### config.mk
export PLATFORM = sky130hd
export DESIGN_NAME = mult_seq_signed
export DESIGN_NICKNAME = d
export VERILOG_FILES = /design/src/rtl/mult_seq_signed.sv
export SDC_FILE = /design/constraint.sdc
export NUM_CORES = 1
export LEC_CHECK = 0
export BUFFER_PORTS_ARGS = -buffer_cell sky130_fd_sc_hd__buf_2
export CAP_MARGIN = 30
export CORE_ASPECT_RATIO = 1.4
export CORE_MARGIN = 2
export CORE_UTILIZATION = 45
export CTS_CLUSTER_SIZE = 25
export DETAILED_ROUTE_END_ITERATION = 7
export GPL_ROUTABILITY_DRIVEN = 0
export PLACE_DENSITY_LB_ADDON = 0.1
export SYNTH_ARGS = -nofsm -noshare
export SYNTH_HDL_FRONTEND = slang
export SYNTH_SLANG_ARGS = --single-unit
### constraint.sdc
create_clock -name CLK -period 3 [get_ports CLK]
set_input_delay 0.3 -clock CLK [delete_from_list [all_inputs] [get_ports CLK]]
set_output_delay 0.3 -clock CLK [all_outputs]
set_load 0.01 [all_outputs]
### src/rtl/mult_seq_signed.sv
// Iterative radix-2 Booth signed multiplier with START/BUSY/DONE handshake and
// a fixed-point output stage (round half up, arithmetic shift, saturate).
// One Booth step per clock; WIDTH steps per product plus one FIN cycle.
module mult_seq_signed #(
    parameter int WIDTH      = 6,
    parameter int OUT_WIDTH  = 12,
    parameter int FRAC_SHIFT = 0
) (
    input  logic                 CLK,
    input  logic                 RST,
    input  logic                 START,
    input  logic [WIDTH-1:0]     DATA_A,
    input  logic [WIDTH-1:0]     DATA_B,
    output logic                 BUSY,
    output logic                 DONE,
    output logic [OUT_WIDTH-1:0] Q,
    output logic                 SAT
);

    // Step counter only needs to reach WIDTH-1.
    localparam int CW = $clog2(WIDTH + 1);
    // Rounding/saturation is done one bit wider than the product so the
    // rounding add can never wrap.
    localparam int PW = 2 * WIDTH + 1;
    localparam int HS = (FRAC_SHIFT > 0) ? FRAC_SHIFT - 1 : 0;
    localparam logic signed [PW-1:0] HALF = (FRAC_SHIFT > 0) ? (PW'(1) << HS) : '0;
    localparam logic signed [PW-1:0] QMAX = (PW'(1) << (OUT_WIDTH - 1)) - PW'(1);
    localparam logic signed [PW-1:0] QMIN = ~QMAX;

    typedef enum logic [1:0] {S_IDLE, S_CALC, S_FIN} state_t;

    state_t               state_q, state_d;
    logic [WIDTH:0]       acc_q, acc_d;      // one guard bit: subtracting -2^(W-1) must not overflow
    logic [WIDTH-1:0]     mcand_q, mcand_d;
    logic [WIDTH-1:0]     mult_q, mult_d;
    logic                 bm1_q, bm1_d;      // Booth b_-1 bit
    logic [CW-1:0]        cnt_q, cnt_d;
    logic [OUT_WIDTH-1:0] q_q, q_d;
    logic                 sat_q, sat_d;

    logic                 accept, last_step;
    logic [WIDTH:0]       a_ext, acc_sum, step_acc;
    logic [WIDTH-1:0]     step_mult;
    logic [2*WIDTH-1:0]   product;
    logic signed [PW-1:0] p_ext, r_full;
    logic [OUT_WIDTH-1:0] out_q;
    logic                 out_sat;

    assign accept    = (state_q == S_IDLE) && START;
    assign last_step = (state_q == S_CALC) && (cnt_q == CW'(WIDTH - 1));

    // State register.
    always_ff @(posedge CLK) begin
        if (RST) state_q <= S_IDLE;
        else     state_q <= state_d;
    end

    // Next-state logic: IDLE -> CALC -> FIN -> IDLE.
    always_comb begin
        state_d = state_q;
        case (state_q)
            S_IDLE:  if (START) state_d = S_CALC;
            S_CALC:  if (last_step) state_d = S_FIN;
            S_FIN:   state_d = S_IDLE;
            default: state_d = S_IDLE;
        endcase
    end

    // Handshake outputs decoded from state; DONE is exactly the FIN cycle.
    always_comb begin
        BUSY = (state_q != S_IDLE);
        DONE = (state_q == S_FIN);
    end

    // One Booth step: add/subtract multiplicand, then arithmetic shift of {acc, mult, b_-1}.
    always_comb begin
        a_ext   = {mcand_q[WIDTH-1], mcand_q};
        acc_sum = acc_q;
        case ({mult_q[0], bm1_q})
            2'b01:   acc_sum = acc_q + a_ext;
            2'b10:   acc_sum = acc_q - a_ext;
            default: acc_sum = acc_q;
        endcase
        step_acc  = {acc_sum[WIDTH], acc_sum[WIDTH:1]};
        step_mult = {acc_sum[0], mult_q[WIDTH-1:1]};
        // After the final step the low 2*WIDTH bits hold the exact product.
        product   = {step_acc[WIDTH-1:0], step_mult};
    end

    // Output stage on the post-final-step product: round half up, shift, saturate.
    always_comb begin
        p_ext  = {product[2*WIDTH-1], product};
        r_full = (p_ext + HALF) >>> FRAC_SHIFT;
        if (r_full > QMAX) begin
            out_q   = QMAX[OUT_WIDTH-1:0];
            out_sat = 1'b1;
        end else if (r_full < QMIN) begin
            out_q   = QMIN[OUT_WIDTH-1:0];
            out_sat = 1'b1;
        end else begin
            out_q   = r_full[OUT_WIDTH-1:0];
            out_sat = 1'b0;
        end
    end

    // Datapath next state: capture on accept, step in CALC, publish result on entry to FIN.
    always_comb begin
        acc_d   = acc_q;
        mcand_d = mcand_q;
        mult_d  = mult_q;
        bm1_d   = bm1_q;
        cnt_d   = cnt_q;
        q_d     = q_q;
        sat_d   = sat_q;
        if (accept) begin
            acc_d   = '0;
            mcand_d = DATA_A;
            mult_d  = DATA_B;
            bm1_d   = 1'b0;
            cnt_d   = '0;
        end else if (state_q == S_CALC) begin
            acc_d  = step_acc;
            mult_d = step_mult;
            bm1_d  = mult_q[0];
            cnt_d  = cnt_q + CW'(1);
        end
        if (last_step) begin
            q_d   = out_q;
            sat_d = out_sat;
        end
    end

    // Datapath registers; reset discards any operation in progress.
    always_ff @(posedge CLK) begin
        if (RST) begin
            acc_q   <= '0;
            mcand_q <= '0;
            mult_q  <= '0;
            bm1_q   <= 1'b0;
            cnt_q   <= '0;
            q_q     <= '0;
            sat_q   <= 1'b0;
        end else begin
            acc_q   <= acc_d;
            mcand_q <= mcand_d;
            mult_q  <= mult_d;
            bm1_q   <= bm1_d;
            cnt_q   <= cnt_d;
            q_q     <= q_d;
            sat_q   <= sat_d;
        end
    end

    assign Q   = q_q;
    assign SAT = sat_q;

endmodule

## Word level (Yosys, flattened, before mapping)

Index checks and enable logic that the tools add are counted.

- Equality and inequality tests: 7
- Div/mod/pow operators: 0
- Mux-type cells: 10
- $mul: 0
- Add/subtract/negate cells: 3
- Reduce and logical (&&, ||, !) cells: 7
- Shift-type cells: 0
- Order comparisons: 2
- Bitwise gates (word level): 0

Operator list:

| kind | count |
|---|---|
| $mux W12 | 2 |
| $pmux W7 S2 | 1 |
| $gt A12 B12 Y1 const B | 1 |
| $lt A12 B12 Y1 const B | 1 |
| $mux W6 | 2 |
| $add A6 B6 Y7 | 1 |
| $sub A6 B6 Y7 | 1 |
| $eq A2 B1 Y1 const B | 2 |
| $eq A2 B2 Y1 const B | 2 |
| $mux W2 | 2 |
| $ne A2 B2 Y1 const B | 2 |
| $pmux W2 S2 | 1 |
| $reduce_bool A2 Y1 | 2 |
| $add A3 B1 Y3 const B | 1 |
| $eq A3 B3 Y1 const B | 1 |
| $logic_and A1 B1 Y1 | 2 |
| $logic_not A2 Y1 | 1 |
| $mux W1 | 2 |
| $reduce_and A2 Y1 | 1 |
| $reduce_or A2 Y1 | 1 |

- Bits in read-only memories: 0
- Memory bits (writable): 0
- Bits in latches: 0
- Memories: 0
- Register bits: 37
- Word-level logic and storage cells: 37

## Depth between registers and ports, before layout

Gate-level depths: netlist of run 1.

- Word-level depth: 5
- Gate-level depth with buffers: 11

## Worst setup path before layout of run 1

Ideal clock, no wire load.

- Path type: reg2reg
- From: register bm1_q
- To: register q_q[11], in the netlist Q[11]
- Setup time: 91 ps
- Arrival time: 2,280 ps
- Buffers on the path: 1
- Slack: 629 ps
- Clock period less this slack: 2,371 ps
- Cell stages (with the launch flop): 12
- Cell sequence: dfxtp_1 -> inv_1 -> ha_1 -> buf_2 -> a21oi_1 -> xnor2_1 -> ha_1 -> a21o_1 -> a31oi_1 -> a21oi_1 -> or4_1 -> a311oi_1

- Longest elaborated chain between the ends: 5
- Elaborated cells on any way between the ends: 7

Ends and longest elaborated chain:

| element | RTL line | RTL |
|---|---|---|
| start: declaration | 36 | `logic bm1_q, bm1_d;` |
| start signal: assignment | 147 | `bm1_q <= bm1_d;` |
| $eq A2 B2 Y1 or $eq A2 B1 Y1 (tied branches) | 79 | `case ({mult_q[0], bm1_q})` |
| $pmux W7 S2 (*) | 79 |  |
| $lt A12 B12 Y1 | 97 | `end else if (r_full < QMIN) begin` |
| $mux W12 | 97 |  |
| $mux W12 (*) | 94 | `if (r_full > QMAX) begin` |
| end signal: assignment | 149 | `q_q <= q_d;` |
| end: declaration | 38 | `logic [OUT_WIDTH-1:0] q_q, q_d;` |

Mark *: on every way between the ends. The rest lies on a longest branch, timed or not.
A chain may end at the register's enable or synchronous reset.

## Worst setup path in the final report of run 1

- From: register mult_q[0]
- To: register q_q[11], in the netlist Q[11]

- Longest elaborated chain between the ends: 5
- Elaborated cells on any way between the ends: 7

Ends and longest elaborated chain:

| element | RTL line | RTL |
|---|---|---|
| start: declaration | 35 | `logic [WIDTH-1:0] mult_q, mult_d;` |
| start signal: assignment | 146 | `mult_q <= mult_d;` |
| $eq A2 B2 Y1 or $eq A2 B1 Y1 (tied branches) | 79 |  |
| $pmux W7 S2 (*) | 79 |  |
| $lt A12 B12 Y1 | 97 |  |
| $mux W12 | 97 |  |
| $mux W12 (*) | 94 |  |

Marks and branches as above.

==> flow_summary.ini, run 1 <==
[outcome]
status = completed

[placement]
port_buffers = 29
place_hpwl_um = 2830

[global_routing]
grt_pass1_wl_um = 6720
grt_max_degree = 31
overflow = 0
grt_util_all_layers_pct = 18.8
grt_pass1_vias = 1495
antenna_found_initial = 0

[critical_path]
arrival_ns = 2.74
end_kind = flip-flop
path_class = reg -> reg
critPathLaunchType = flip-flop
worst_ep_required_time_ns = 3.20
worstPathMaxFanout = 6

[synthesis]
ys_ff_latch = 37
synth_top_area_cell = dfxtp_1
async_flop_share_pct = 0
ys_types = 37
yosysSeqAreaShare_pct = 40.9
synth-main-ff-cell = dfxtp_1
syn_nets = 248
synth-edff-count = 0
netlist_area_um2 = 1810
syn_inst = 222
syn_area_per_cell_um2 = 8.17
synth_top_area_share_pct = 40.9
ys_warn_count = 0
synthTopCellsByArea = dfxtp_1 41%, nand2_1 8.5%, a21oi_1 7.7%
synth_common_cells = 41 x nand2_1, 37 x dfxtp_1, 28 x a21oi_1
synth.most_common_cell = nand2_1

[sta]
rsz0062_at_grt = no
slew_viol_final = 0
slew_headroom_pct = 64.5
fin_crit_sh_pct = 84.5
min_period_ns = 2.53
worst_slew_pin_slew_ns = 0.532
fmax_mhz = 395
fin_setup_tns_ns = 0
skew_ns = 0.00297
setup_viol = 0
finalHoldViolCount = 0

[route]
remaining_drc_errors = 0
vias = 1568
routed_wl_um = 3830
wl_per_cell_um = 13.0
via_per_inst = 5.33
ant_nets = 0
first_iter_violations = 29
firstDrtPassIters = 4

[floorplan]
coreArea_um2 = 3880
die_h_um = 79.1
rows = 27
fp.dieArea_um2 = 4560
die_x_um = 57.6
io_pins = 30
initial_core_util_pct = 46.7

[clocking]
htreeDepth = 2
cts_hold_buf = 0
cts.reportedPaths.clkPinSlew_ns = 0.07
cts.root.buffer_cell = clkbuf_8
post_cts_buffers = 0
cts_inserted_buffers = 5
cts.sinks = 37
clk_latency_ns = 0.29
cts_tree = done
clk_path_buf_depth = 2
cts_resized = 0

[cells_and_area]
drive_gt1_share_pct = 16.3
syn_to_final_growth_pct = 14.5
num_antenna_cells = 0
layout.nets = 276
num-fill-cells = 393

[worst_hold_path]
hold_path.class = in -> reg

[power_and_ir_drop]
total_power_mw = 1.08
p_leak_nw = 0.839
ir_worst_vdd_uv = 407
p_per_area_nw_per_um2 = 520

[job]
cap_violations = 0
[critical path, stage by stage, from the launching register on]
cell and delay [ns]:
dfxtp_1 0.37, ha_1 0.30, mux2i_1 0.33, fa_1 0.27, a21o_1 0.15, nand4_1 0.12
and3_4 0.20, or4_1 0.46, a311oi_1 0.24
[worst paths after layout]
path                                start          to  slack [ns]  depth (start not counted)
worst max-delay path            mult_q[0]       Q[11]        0.47                          8
worst min-delay path            DATA_A[3]  mcand_q[3]        0.24                          3
worst max register to register  mult_q[0]       Q[11]        0.47                          8
worst min register to register       Q[7]        Q[7]        0.45                          2
[per-stage QoR]
| stage | utilization [%] | hold WS [ns] | cell area, um^2 | instances | setup WS [ns] |
|---|---|---|---|---|---|
| after floorplan | - | 0.436 | 1810 | 222 | 0.629 |
| after global routing | 53.4 | 0.243 | 2080 | 294 | 0.257 |
| after detailed placement | 51.3 | 0.444 | 1990 | 286 | 0.476 |
| after global placement | 51.3 | 0.442 | 1990 | 286 | 0.511 |
| after CTS | 53.4 | 0.233 | 2080 | 294 | 0.443 |
| final | 53.4 | 0.241 | 2080 | 294 | 0.466 |
[cells by family after synthesis]
logic type      synth area share (%)
fa+ha+maj                       8.01
xor+xnor                        4.35
mux                             2.76
compound gates                  19.0
buf+inv                         4.00
simple gates                    21.0
flops                           40.9
[power breakdown]
part	total (mW)	internal (mW)	switching, mW
clock network	0.343	0.164	0.178
logic	0.212	0.0934	0.119
registers	0.525	0.508	0.0168
[state kept, by name, indices dropped and copies added, names as in the netlist]
signal   flops
Q           12
SAT          1
acc_q        6
bm1_q        1
cnt_q        3
mcand_q      6
mult_q       6
state_q      2
[placed cells by master (no fill, tap or decap), types with 2 or more instances in the layout]
cell	netlist	final
nand2_1	41	41
dfxtp_1	37	37
buf_2	1	29
a21oi_1	28	28
nor2_1	22	22
ha_1	10	10
inv_1	7	7
xnor2_1	7	7
a211oi_1	6	6
mux2i_1	5	5
a22oi_1	5	5
clkbuf_8	0	5
nor2b_1	4	4
or4_1	3	3
o21ai_1	3	3
o21ai_0	3	3
buf_4	0	3
nor3_1	2	2
and2_1	2	2
nand2b_1	2	2
nand3_1	2	2
a21o_1	2	2
a31oi_1	2	2
xor2_1	2	2
o31ai_1	2	2
a311oi_1	2	2
clkbuf_1	10	2
[layout make-up]
class,instances,area (um^2),area share (%)
well taps,43,53.8,2.59
multi-input cells,166,1000,48.2
flip-flops and latches,37,741,35.7
clock inverters,1,7.51,0.362
inverters,8,30.0,1.45
repair buffers,32,168,8.08
clock buffers,7,76.3,3.68
[routing by layer]
layer,global-route usage [%],share of wire (%)
met2,32.2,49
met5,0,0
met4,6.98,1.5
met3,4.40,3.3
met1,22.5,46
(Power assumes the default switching activity.)
==> run 2, diff against run 1 <==
Clock period 3 ns to 2.65 ns, I/O delays scaled along.
==> run 2 against run 1 <==
  * Utilization increased by 0.42 points
  * Register-to-register slack got worse by 0.29 ns
  * Combinational power increased by 17%
  * Die area unchanged
  * Clock skew increased by 0.0090 ns
  * Worst setup slack got worse by 0.29 ns
  * Total power increased by 14%
  * Hold slack got worse by 0.040 ns
  * Final cell count decreased by 0.68%
  * Sequential power increased by 14%
  * Critical endpoint unchanged
==> flow_summary.ini, run 2 (synthesis results as in run 1) <==
[floorplan]
die_x_um = 57.6
fp.dieArea_um2 = 4560
initial_core_util_pct = 46.7
rows = 27
die_h_um = 79.1
io_pins = 30
coreArea_um2 = 3880

[critical_path]
end_kind = flip-flop
cp_top_family = simple AND/OR/NAND/NOR gates
worstPathCellList = inv_1, ha_1, nor3b_2, nor2_1, xnor2_1, ha_2, a31oi_1, and3_4, or4_1, a311oi_2
critPathLaunchType = flip-flop
worstPathMaxFanout = 6
cpMaxStageDelayCell = or4_1
max_stage_delay_ns = 0.48
path_class = reg -> reg
arrival_ns = 2.68
critPathBufInv = 1
rrSetupSlack_ns = 0.18
worst_ep_required_time_ns = 2.86

[job]
cap_violations = 0

[clocking]
cts.reportedPaths.clkPinSlew_ns = 0.07
cts_tree = done
clk_latency_ns = 0.30
cts_inserted_buffers = 5
cts_hold_buf = 0
clk_path_buf_depth = 2
post_cts_buffers = 0
cts_resized = 0
cts.sinks = 37
cts.root.buffer_cell = clkbuf_8
htreeDepth = 2

[cells_and_area]
drive_gt1_share_pct = 19.3
layout.nets = 275
final_common_cell = nand2_1
final_area_um2 = 2090
largest_register_ffs = 12
num-fill-cells = 386
multiInputGateArea_um2 = 1020
final_cell_mix = 41 x nand2_1, 35 x dfxtp_1, 29 x buf_2
seqCellArea_um2 = 743
fin_cells = 292
num_antenna_cells = 0
fin_util_pct = 53.8
syn_to_final_growth_pct = 15.4

[placement]
placed_cells = 285
place_hpwl_um = 2850
dp_slack_ns = 0.141
port_buffers = 29
place_area_um2 = 1980

[power_and_ir_drop]
p_leak_nw = 0.838
p_per_area_nw_per_um2 = 589
ir_worst_vdd_uv = 434

[worst_hold_path]
hold_path.class = in -> reg

[sta]
fin_setup_tns_ns = 0
setup_viol = 0
slew_headroom_pct = 61.3
min_period_ns = 2.47
worst_slew_pin_slew_ns = 0.579
rsz0062_at_grt = no
fin_ws_ns = 0.175
fin_crit_sh_pct = 93.4
fmax_mhz = 404
skew_ns = 0.0119
finalHoldViolCount = 0
slew_viol_final = 0

[route]
firstDrtPassIters = 4
first_iter_violations = 25
wl_met1_um = 1730
maxUsedRoutingLayer = met4
wl_per_cell_um = 13.3
via_per_inst = 5.32
vias = 1554
wl_met2_um = 1940
met3WireLength_um = 153
routed_wl_um = 3880
ant_nets = 0
remaining_drc_errors = 0

[outcome]
status = completed

[global_routing]
overflow = 0
antenna_found_initial = 0
grt_pass1_vias = 1482
grt_pass1_wl_um = 6470
grt_util_all_layers_pct = 18.2
grt_max_degree = 31
## run 2: changes by cell type in the layout (fill, tap and decap cells not counted), moves of 2 or more
cell,previous run,this run
ha_1,10,8
ha_2,0,2
dfxtp_1,37,35
dfxtp_2,0,2
## run 2: path summary, 6_finish.rpt
path,startpoint,end,cells after the start
hold reg to reg,Q[7],Q[7],2
hold / removal,DATA_A[0],mcand_q[0],3
setup / recovery,mcand_q[0],Q[11],10
setup reg to reg,mcand_q[0],Q[11],10
## run 2: tightest hold or removal path: stages
cell and delay, ns:
buf_2 0.09, nand2_1 0.05, a21oi_1 0.05
## run 2: metal layers
| metal | up-vias | GRT usage [%] |
|---|---|---|
| met5 | - | 0 |
| met4 | 0 | 6.98 |
| met3 | 6 | 5.54 |
| met2 | 28 | 31.6 |
| met1 | 701 | 20.4 |
| li1 | 819 | - |
## run 2: area by class of cell
type	count	share of cell area, %
inverters	8	1.44
repair buffers	31	7.66
clock inverters	1	0.419
multi-input cells	166	48.9
flip-flops and latches	37	35.5
well taps	43	2.57
clock buffers	6	3.47
## run 2: metrics by stage
stage	hold slack, ns	power (mW)
floorplan	0.401	0.793
global placement	0.442	0.848
detailed placement	0.445	0.848
CTS	0.195	1.24
global route	0.206	1.30
finish	0.201	1.23
## run 2: report_power, final
group	switching (mW)	internal (mW)
clock network	0.208	0.182
logic	0.138	0.109
registers	0.0201	0.576
total	0.366	0.867
